`src/rtl/usb_reg_pkg.sv`:
```
// -----------------------------------------------------------------------------
// usb_reg_pkg
// Shared definitions for the USB register bridge:
//   - FSM state encodings (binary, legacy-compatible localparams)
//   - rd/wr collision priority constant
//   - legal-range checks for the bridge parameters
// No ports (package).
// -----------------------------------------------------------------------------
package usb_reg_pkg;

  // FSM state encodings
  localparam logic [1:0] ST_IDLE   = 2'd0;
  localparam logic [1:0] ST_WRITE  = 2'd1;
  localparam logic [1:0] ST_READ   = 2'd2;
  localparam logic [1:0] ST_STREAM = 2'd3;

  // When rdn and wrn are both seen low, the write path wins and the
  // read strobe toward the register file is suppressed.
  localparam logic WR_OVER_RD = 1'b1;

  // Synchronizer depth must be 1..3 flops.
  function automatic logic sync_stages_ok(input int n);
    return (n >= 1) && (n <= 3);
  endfunction

  // USB data bus is either 8 or 16 bits wide.
  function automatic logic data_width_ok(input int w);
    return (w == 8) || (w == 16);
  endfunction

endpackage

```
`src/rtl/usb_sync_bit.sv`:
```
// -----------------------------------------------------------------------------
// usb_sync_bit
// N-stage single-bit synchronizer with a configurable reset value.
// Ports:
//   clk_usb  in   destination clock
//   reset    in   synchronous, active-high; all stages load RST_VAL
//   d        in   asynchronous input
//   q        out  synchronized output (last stage)
// -----------------------------------------------------------------------------
module usb_sync_bit #(
  parameter int   STAGES  = 2,
  parameter logic RST_VAL = 1'b1
) (
  input  logic clk_usb,
  input  logic reset,
  input  logic d,
  output logic q
);

  logic [STAGES-1:0] r_sync;

  // Shift chain; stage 0 samples the asynchronous input.
  always_ff @(posedge clk_usb) begin
    if (reset) begin
      r_sync <= {STAGES{RST_VAL}};
    end else begin
      r_sync[0] <= d;
      for (int i = 1; i < STAGES; i++) begin
        r_sync[i] <= r_sync[i-1];
      end
    end
  end

  assign q = r_sync[STAGES-1];

endmodule

```
`src/rtl/usb_reg_bridge.sv`:
```
// -----------------------------------------------------------------------------
// usb_reg_bridge
// Bridge between the SAM3U external-memory USB interface and the FPGA
// register bus, clocked on clk_usb.
// Ports:
//   clk_usb, reset             clock, synchronous active-high reset
//   cwusb_din/dout/isout       USB data bus in/out and output enable
//   cwusb_addr                 register address from the USB chip
//   cwusb_rdn/wrn/cen/alen     active-low strobes (asynchronous)
//   fast_fifo_read             rising edge in IDLE enters STREAM mode
//   reg_address/bytecnt        register address and byte index
//   reg_datao/datai            write data out / read data in
//   reg_read/reg_write         read level / 1-cycle write strobe
//   proto_err/proto_err_clr    sticky rd+wr collision flag and its clear
// -----------------------------------------------------------------------------
module usb_reg_bridge
  import usb_reg_pkg::*;
#(
  parameter int pDATA_WIDTH   = 8,
  parameter int pADDR_WIDTH   = 8,
  parameter int pBYTECNT_SIZE = 7,
  parameter int pSYNC_STAGES  = 2,
  parameter int pBYTECNT_SAT  = 0
) (
  input  logic                     clk_usb,
  input  logic                     reset,
  input  logic [pDATA_WIDTH-1:0]   cwusb_din,
  output logic [pDATA_WIDTH-1:0]   cwusb_dout,
  output logic                     cwusb_isout,
  input  logic [pADDR_WIDTH-1:0]   cwusb_addr,
  input  logic                     cwusb_rdn,
  input  logic                     cwusb_wrn,
  input  logic                     cwusb_cen,
  input  logic                     cwusb_alen,
  input  logic                     fast_fifo_read,
  output logic [pADDR_WIDTH-1:0]   reg_address,
  output logic [pBYTECNT_SIZE-1:0] reg_bytecnt,
  output logic [pDATA_WIDTH-1:0]   reg_datao,
  input  logic [pDATA_WIDTH-1:0]   reg_datai,
  output logic                     reg_read,
  output logic                     reg_write,
  output logic                     proto_err,
  input  logic                     proto_err_clr
);

  if (!sync_stages_ok(pSYNC_STAGES)) begin : g_bad_sync
    $error("usb_reg_bridge: pSYNC_STAGES must be 1..3");
  end
  if (!data_width_ok(pDATA_WIDTH)) begin : g_bad_width
    $error("usb_reg_bridge: pDATA_WIDTH must be 8 or 16");
  end

  localparam logic [pBYTECNT_SIZE-1:0] BC_ONE  = pBYTECNT_SIZE'(1'b1);
  localparam logic [pBYTECNT_SIZE-1:0] BC_MAX  = {pBYTECNT_SIZE{1'b1}};
  localparam logic                     BC_SAT  = (pBYTECNT_SAT != 0);

  logic w_rdn_s, w_wrn_s, w_alen_s;

  usb_sync_bit #(.STAGES(pSYNC_STAGES), .RST_VAL(1'b1)) u_sync_rdn (
    .clk_usb(clk_usb), .reset(reset), .d(cwusb_rdn), .q(w_rdn_s));
  usb_sync_bit #(.STAGES(pSYNC_STAGES), .RST_VAL(1'b1)) u_sync_wrn (
    .clk_usb(clk_usb), .reset(reset), .d(cwusb_wrn), .q(w_wrn_s));
  usb_sync_bit #(.STAGES(pSYNC_STAGES), .RST_VAL(1'b1)) u_sync_alen (
    .clk_usb(clk_usb), .reset(reset), .d(cwusb_alen), .q(w_alen_s));

  logic [1:0]               r_state, w_state_nxt;
  logic                     r_stream, r_isout, r_reg_write, r_ffr_q, r_rdn_q;
  logic                     r_proto_err;
  logic [pADDR_WIDTH-1:0]   r_address;
  logic [pDATA_WIDTH-1:0]   r_datao;
  logic [pBYTECNT_SIZE-1:0] r_bytecnt;
  logic                     w_rd_raw, w_reg_read;

  logic w_wr_req, w_collide, w_ffr_rise, w_rd_done;
  assign w_wr_req   = ~w_wrn_s & ~cwusb_cen;
  assign w_collide  = ~w_rdn_s & ~w_wrn_s;
  assign w_ffr_rise = fast_fifo_read & ~r_ffr_q;
  // A read completes on the rising edge of the synchronized rdn while the
  // bus is in a read-capable state.
  assign w_rd_done  = w_rdn_s & ~r_rdn_q &
                      ((r_state == ST_READ) || (r_state == ST_STREAM));

  // Next-state logic; write requests take precedence everywhere.
  always_comb begin
    w_state_nxt = r_state;
    case (r_state)
      ST_IDLE: begin
        if (w_wr_req)        w_state_nxt = ST_WRITE;
        else if (~w_rdn_s)   w_state_nxt = ST_READ;
        else if (w_ffr_rise) w_state_nxt = ST_STREAM;
        else                 w_state_nxt = ST_IDLE;
      end
      ST_WRITE: begin
        if (w_wrn_s) w_state_nxt = ST_IDLE;
        else         w_state_nxt = ST_WRITE;
      end
      ST_READ: begin
        if (w_wr_req && WR_OVER_RD) w_state_nxt = ST_WRITE;
        else if (w_rdn_s)           w_state_nxt = ST_IDLE;
        else                        w_state_nxt = ST_READ;
      end
      ST_STREAM: begin
        // Leave streaming once the FIFO request drops and no read is open.
        if (w_wr_req)                        w_state_nxt = ST_WRITE;
        else if (~fast_fifo_read & w_rdn_s)  w_state_nxt = ST_IDLE;
        else                                 w_state_nxt = ST_STREAM;
      end
      default: w_state_nxt = ST_IDLE;
    endcase
  end

  // Read strobe decode, suppressed on an rd/wr collision.
  always_comb begin
    w_rd_raw = 1'b0;
    case (r_state)
      ST_READ:   w_rd_raw = 1'b1;
      ST_STREAM: w_rd_raw = ~w_rdn_s & w_wrn_s;
      default:   w_rd_raw = 1'b0;
    endcase
    if (w_collide && WR_OVER_RD) w_reg_read = 1'b0;
    else                         w_reg_read = w_rd_raw;
  end

  // FSM state and bus-control registers.
  always_ff @(posedge clk_usb) begin
    if (reset) begin
      r_state     <= ST_IDLE;
      r_stream    <= 1'b0;
      r_isout     <= 1'b0;
      r_reg_write <= 1'b0;
      r_ffr_q     <= 1'b0;
      r_rdn_q     <= 1'b1;
    end else begin
      r_state     <= w_state_nxt;
      r_stream    <= (w_state_nxt == ST_STREAM);
      // High during READ and for one extra cycle after leaving it.
      r_isout     <= (w_state_nxt == ST_READ) || (r_state == ST_READ);
      r_reg_write <= (r_state == ST_WRITE) && w_wrn_s;
      r_ffr_q     <= fast_fifo_read;
      r_rdn_q     <= w_rdn_s;
    end
  end

  // Address, write-data capture, byte counter and sticky error flag.
  always_ff @(posedge clk_usb) begin
    if (reset) begin
      r_address   <= '0;
      r_datao     <= '0;
      r_bytecnt   <= '0;
      r_proto_err <= 1'b0;
    end else begin
      r_address <= cwusb_addr;
      if ((r_state == ST_WRITE) && w_wr_req) r_datao <= cwusb_din;
      else                                   r_datao <= r_datao;
      // Address-latch low clears the index even if a transfer completes.
      if (~w_alen_s) begin
        r_bytecnt <= '0;
      end else if (r_reg_write || w_rd_done) begin
        if (r_bytecnt == BC_MAX) r_bytecnt <= BC_SAT ? BC_MAX : '0;
        else                     r_bytecnt <= r_bytecnt + BC_ONE;
      end else begin
        r_bytecnt <= r_bytecnt;
      end
      // A set in the same cycle wins over the clear.
      if (w_collide)          r_proto_err <= 1'b1;
      else if (proto_err_clr) r_proto_err <= 1'b0;
      else                    r_proto_err <= r_proto_err;
    end
  end

  assign cwusb_dout  = reg_datai;
  // Raw wrn releases the bus immediately when the host starts a write.
  assign cwusb_isout = r_isout | (r_stream & cwusb_wrn);
  assign reg_address = r_address;
  assign reg_bytecnt = r_bytecnt;
  assign reg_datao   = r_datao;
  assign reg_read    = w_reg_read;
  assign reg_write   = r_reg_write;
  assign proto_err   = r_proto_err;

endmodule

```
`config.mk`:
```
export PLATFORM = sky130hd
export DESIGN_NAME = usb_reg_bridge
export DESIGN_NICKNAME = d
export VERILOG_FILES = /design/src/rtl/usb_reg_pkg.sv /design/src/rtl/usb_sync_bit.sv /design/src/rtl/usb_reg_bridge.sv
export SDC_FILE = /design/constraint.sdc
export NUM_CORES = 1
export LEC_CHECK = 0
export BUFFER_PORTS_ARGS = -buffer_cell sky130_fd_sc_hd__buf_2
export CORE_MARGIN = 5
export CORE_UTILIZATION = 35
export CTS_CLUSTER_SIZE = 40
export DETAILED_ROUTE_END_ITERATION = 10
export PLACE_DENSITY = 0.63
export SLEW_MARGIN = 20
export SYNTH_ARGS = -nofsm -noshare
export SYNTH_HDL_FRONTEND = slang
export SYNTH_HIERARCHICAL = 1
export SYNTH_SLANG_ARGS = --single-unit
```
`constraint.sdc`:
```
create_clock -name clk_usb -period 1.88 [get_ports clk_usb]
set_input_delay 0.282 -clock clk_usb [delete_from_list [all_inputs] [get_ports clk_usb]]
set_output_delay 0.282 -clock clk_usb [all_outputs]
set_load 0.005 [all_outputs]
```
**After elaboration in Yosys (flattened, before gate mapping)**

Index checks and enable logic that the tools add are counted.
Widths: inputs -> output; s select.

- Output and inout bits: 35
- Input bits: 32
- Register bits after elaboration: 37

- Muxes and demuxes: 14
- $add $sub $neg: 1
- Equal/unequal tests: 6
- Bitwise logic cells: 16
- Reduce and logical (&&, ||, !) cells: 8

Operators by type and width:

| cell | number |
|---|---|
| $mux 2 | 7 |
| $and 1x1->1 | 8 |
| $eq 2x2->1 const B | 4 |
| $pmux 2 s4 | 1 |
| $add 7x1->7 const B | 1 |
| $eq 7x7->1 const B | 1 |
| $mux 7 | 1 |
| $not 1->1 | 7 |
| $mux 1 | 4 |
| $logic_or 1x1->1 | 3 |
| $eq 2x1->1 const B | 1 |
| $logic_and 1x1->1 | 2 |
| $logic_not 2->1 | 1 |
| $pmux 1 s2 | 1 |
| $reduce_bool 2->1 | 1 |
| $reduce_or 2->1 | 1 |
| $or 1x1->1 | 1 |

**Longest topological paths before layout**

- Depth in word-level cells: 8
- Depth in mapped cells: 4

**By module**

The synthesis kept the hierarchy.

By module, submodules not included:

| module | cells an instance | times used | area each (sq um) |
|---|---|---|---|
| usb_reg_bridge | 131 | 1 | 1194.9 |
| usb_sync_bit | 4 | 3 | 52.6 |

**Worst setup path before layout**

Ideal clock, no wire load.

- Path type: reg2reg
- Start: reg u_sync_rdn.r_sync[1]
- End: reg r_bytecnt[4] (netlist: reg_bytecnt[4])
- Arrival: 1.136 ns
- Path buffers: 0
- Stages on the path, launching flop included: 5
- Required time: 1.810 ns
- Setup slack: 0.674 ns
- Clock period less this slack: 1.206 ns
- Setup time: 0.070 ns
- Cells stage by stage: dfxtp_1 > and3b_4 > nor2_2 > or3_1 > a21oi_1

- Longest elaborated chain between the ends: 3

Ends and longest elaborated chain:

| item | line | text |
|---|---|---|
| start: declaration | usb_sync_bit.sv:20 | `logic [STAGES-1:0] r_sync;` |
| start signal: assignment | usb_sync_bit.sv:25 | `r_sync <= {STAGES{RST_VAL}};` |
| start signal: indexed assignment | usb_sync_bit.sv:29 | `r_sync[i] <= r_sync[i-1];` |
| $and 1x1->1 (2 in series) | usb_reg_bridge.sv:80 | `assign w_rd_done = w_rdn_s & ~r_rdn_q &` |
| $logic_or 1x1->1 | usb_reg_bridge.sv:158 | `end else if (r_reg_write \|\| w_rd_done) begin` |
| end signal: assignment | usb_reg_bridge.sv:159 | `if (r_bytecnt == BC_MAX) r_bytecnt <= BC_SAT ? BC_MAX : '0;` |
| end signal: assignment | usb_reg_bridge.sv:160 | `else r_bytecnt <= r_bytecnt + BC_ONE;` |
| end signal: assignment | usb_reg_bridge.sv:162 | `r_bytecnt <= r_bytecnt;` |
| end: declaration | usb_reg_bridge.sv:71 | `logic [pBYTECNT_SIZE-1:0] r_bytecnt;` |

No other way between the ends.
A chain may end at the register's enable or synchronous reset.

**Worst setup path in the final report**

- Start: reg u_sync_rdn.r_sync[1]
- End: out reg_read

- Longest elaborated chain between the ends: 4

Ends and longest elaborated chain:

| item | line | text |
|---|---|---|
| $not 1->1 * | usb_reg_bridge.sv:76, usb_reg_bridge.sv:117 |  |
| $and 1x1->1 | usb_reg_bridge.sv:117 | `ST_STREAM: w_rd_raw = ~w_rdn_s & w_wrn_s;` |
| $pmux 1 s2 | usb_reg_bridge.sv:115 | `case (r_state)` |
| $mux 1 * | usb_reg_bridge.sv:120 | `if (w_collide && WR_OVER_RD) w_reg_read = 1'b0;` |
| end: declaration | usb_reg_bridge.sv:40 | `output logic reg_read,` |

Every way passes the cells marked *; elsewhere a longest branch is shown, timed or not.

==> results.toml <==
[sta]
period_share_pct = 82.5
maxSlewHeadroom_pct = 67.6
rsz0062_at_grt = "false"
final_max_slew_viol_count = 0
worstMarginPinSlew_ns = 0.486
timing.fmax_mhz = 644
setup_tns_ns = 0
holdWs_ns = 0.177
setup_ws_ns = 0.328
setup_viol = 0
fin_crit_ns = 1.55
hold_violations = 0
finalClockSkew_ns = 0.00354

[synthesis]
synth_top_area_cell = "dfxtp_1"
yosysTopAreaCellShare_pct = 54.8
ys_seq_area_share_pct = 54.8
synth_cells = 143
avgSynthCellArea_um2 = 9.46
synth_seq_cells = 37
synthDistinctLibCells = 33
synth_nets = 176
yosys-top-cells-area = "dfxtp_1 (55%), nand2_1 (5.6%), a21oi_1 (5.2%)"
syn_area_um2 = 1350
synth_warnings = 6

[hold_path]
min_path_type = "primary input to register"

[global_route]
antenna_found_initial = 0
grt_pass1_vias = 1031
gr-usage-all-layers_pct = 10.7
grt_overflow_total = 0
grt_max_degree = 31
grt_pass1_wl_um = 4340

[setup_path]
cp.required_ns = 1.60
critPathMaxStageDelay_ns = 0.37
critical_path.top_delay_family = "simple AND/OR/NAND/NOR gates"
endpoint_kind = "output port"
crit_fanout = 8
reg2reg_slack_ns = 0.54
cp.buffers_inverters = 1
start_kind = "register"
worstSetupPathType = "register to output port"
cp.arrival_ns = 1.27
crit_path_cell_trace = "or2_2 -> and3_1 -> buf_2"
slowest_stage = "dfxtp_1"

[clocking]
ctsResizeCount = 0
hold_buffers = 0
tritoncts = "done"
clockRootBuffer = "clkbuf_8"
cts_buffer_depth = 2
cts_buffers = 5
clk_latency_ns = 0.28
postCtsSetupBuffers = 0
cts_sinks = 37
path_clk_slew_ns = 0.06
cts.htree.levels = 2

[routing]
drt_iter0_markers = 39
dr.pass1.iters = 4
drt-wirelength-per-cell_um = 11.4
routed_via_density = 4.55
antenna_left = 0
vias = 1084
drcViolationCount = 0
drt-total-wl_um = 2720

[floorplanning]
core_area_um2 = 3720
die_area_um2 = 5210
rows = 22
initial_core_util_pct = 36.4
ios = 67
die_w_um = 72.2
die_y_um = 72.2

[status]
status = "complete, no violations"

[final_layout]
postLayoutCellArea_um2 = 1680
final_common_cell = "buf_2"
fin_cells = 238
mostFrequentLayoutCells = "buf_2 (50), dfxtp_1 (37), nand2_1 (20)"
finish.utilization_pct = 45.3
final_net_count = 223
drive_gt1_share_pct = 32.6
synthToLayoutAreaGrowth_pct = 24.3
antenna_cells = 0

[run]
drv_cap = 0

[pwr]
power_density_nw_per_um2 = 868
p_total_mw = 1.46
ir_drop_uv = 415
leakagePower_nw = 0.743

[placed_design]
placed_cells = 231
placement.io_buffers = 50
placed_cell_area_um2 = 1600
gp_congestion = 0.702
dp_slack_ns = 0.531
dpl.hpwl_um = 2020
==> power by group <==
part	internal (mW)	switching (mW)	total, mW
Combinational	0.0509	0.0451	0.0960
Clock	0.290	0.247	0.537
Sequential	0.810	0.0161	0.826
==> sequential cells by signal, summed over array words and instances (netlist names) <==
signal	flops
reg_address	8
reg_datao	8
reg_bytecnt	7
r_state	2
u_sync_alen/r_sync	2
u_sync_rdn/r_sync	2
u_sync_wrn/r_sync	2
proto_err	1
r_ffr_q	1
r_isout	1
r_rdn_q	1
r_stream	1
reg_write	1
==> path summary, 6_finish.rpt <==
kind	from	to	cells past startpoint
setup reg to reg	u_sync_rdn/r_sync[1]	reg_bytecnt[3]	4
hold reg to reg	u_sync_wrn/r_sync[0]	u_sync_wrn/r_sync[1]	1
setup / recovery	u_sync_rdn/r_sync[1]	reg_read	3
hold / removal	cwusb_rdn	u_sync_rdn/r_sync[0]	2
==> metal layers <==
| metal | vias to the layer above | global-route usage (%) | wire (um) |
|---|---|---|---|
| met2 | 34 | 16.4 | 1200 |
| li1 | 559 | - | - |
| met5 | - | 0 | 0 |
| met1 | 486 | 12.8 | 1250 |
| met3 | 5 | 4.02 | 224 |
| met4 | 0 | 6.26 | 47 |
==> cells in the mapped netlist, drive strengths merged <==
| cell | number |
|---|---|
| dfxtp | 37 |
| nand2 | 20 |
| a21oi | 14 |
| nor2b | 10 |
| nor2 | 9 |
| or2 | 9 |
| buf | 8 |
| o21ai | 5 |
| nand2b | 3 |
| xor2 | 3 |
| and3 | 2 |
| clkbuf | 2 |
| inv | 2 |
| nand3 | 2 |
| nor3 | 2 |
| or3 | 2 |
| a211oi | 1 |
| a21o | 1 |
| and3b | 1 |
| and4 | 1 |
| and4b | 1 |
| ha | 1 |
| nor3b | 1 |
| o2111ai | 1 |
| o211ai | 1 |
| o21bai | 1 |
| o41ai | 1 |
| or3b | 1 |
| xnor2 | 1 |
==> logic make-up after synthesis <==
family / after synthesis / share of synthesized area, %
buf+inv: 12 / 5.55
flops: 37 / 54.8
fa+ha+maj: 1 / 0.925
simple gates: 64 / 25.6
compound gates: 25 / 10.5
xor+xnor: 4 / 2.59
==> cell type report <==
cell class	instances	area, um2
Timing Repair Buffer	50	250
Clock buffer	7	86.3
Tap cell	48	60.1
Sequential cell	37	741
Multi-Input combinational cell	94	537
Fill cell	384	2030
Inverter	2	7.51
No activity file was read; power rests on OpenSTA's default activity.
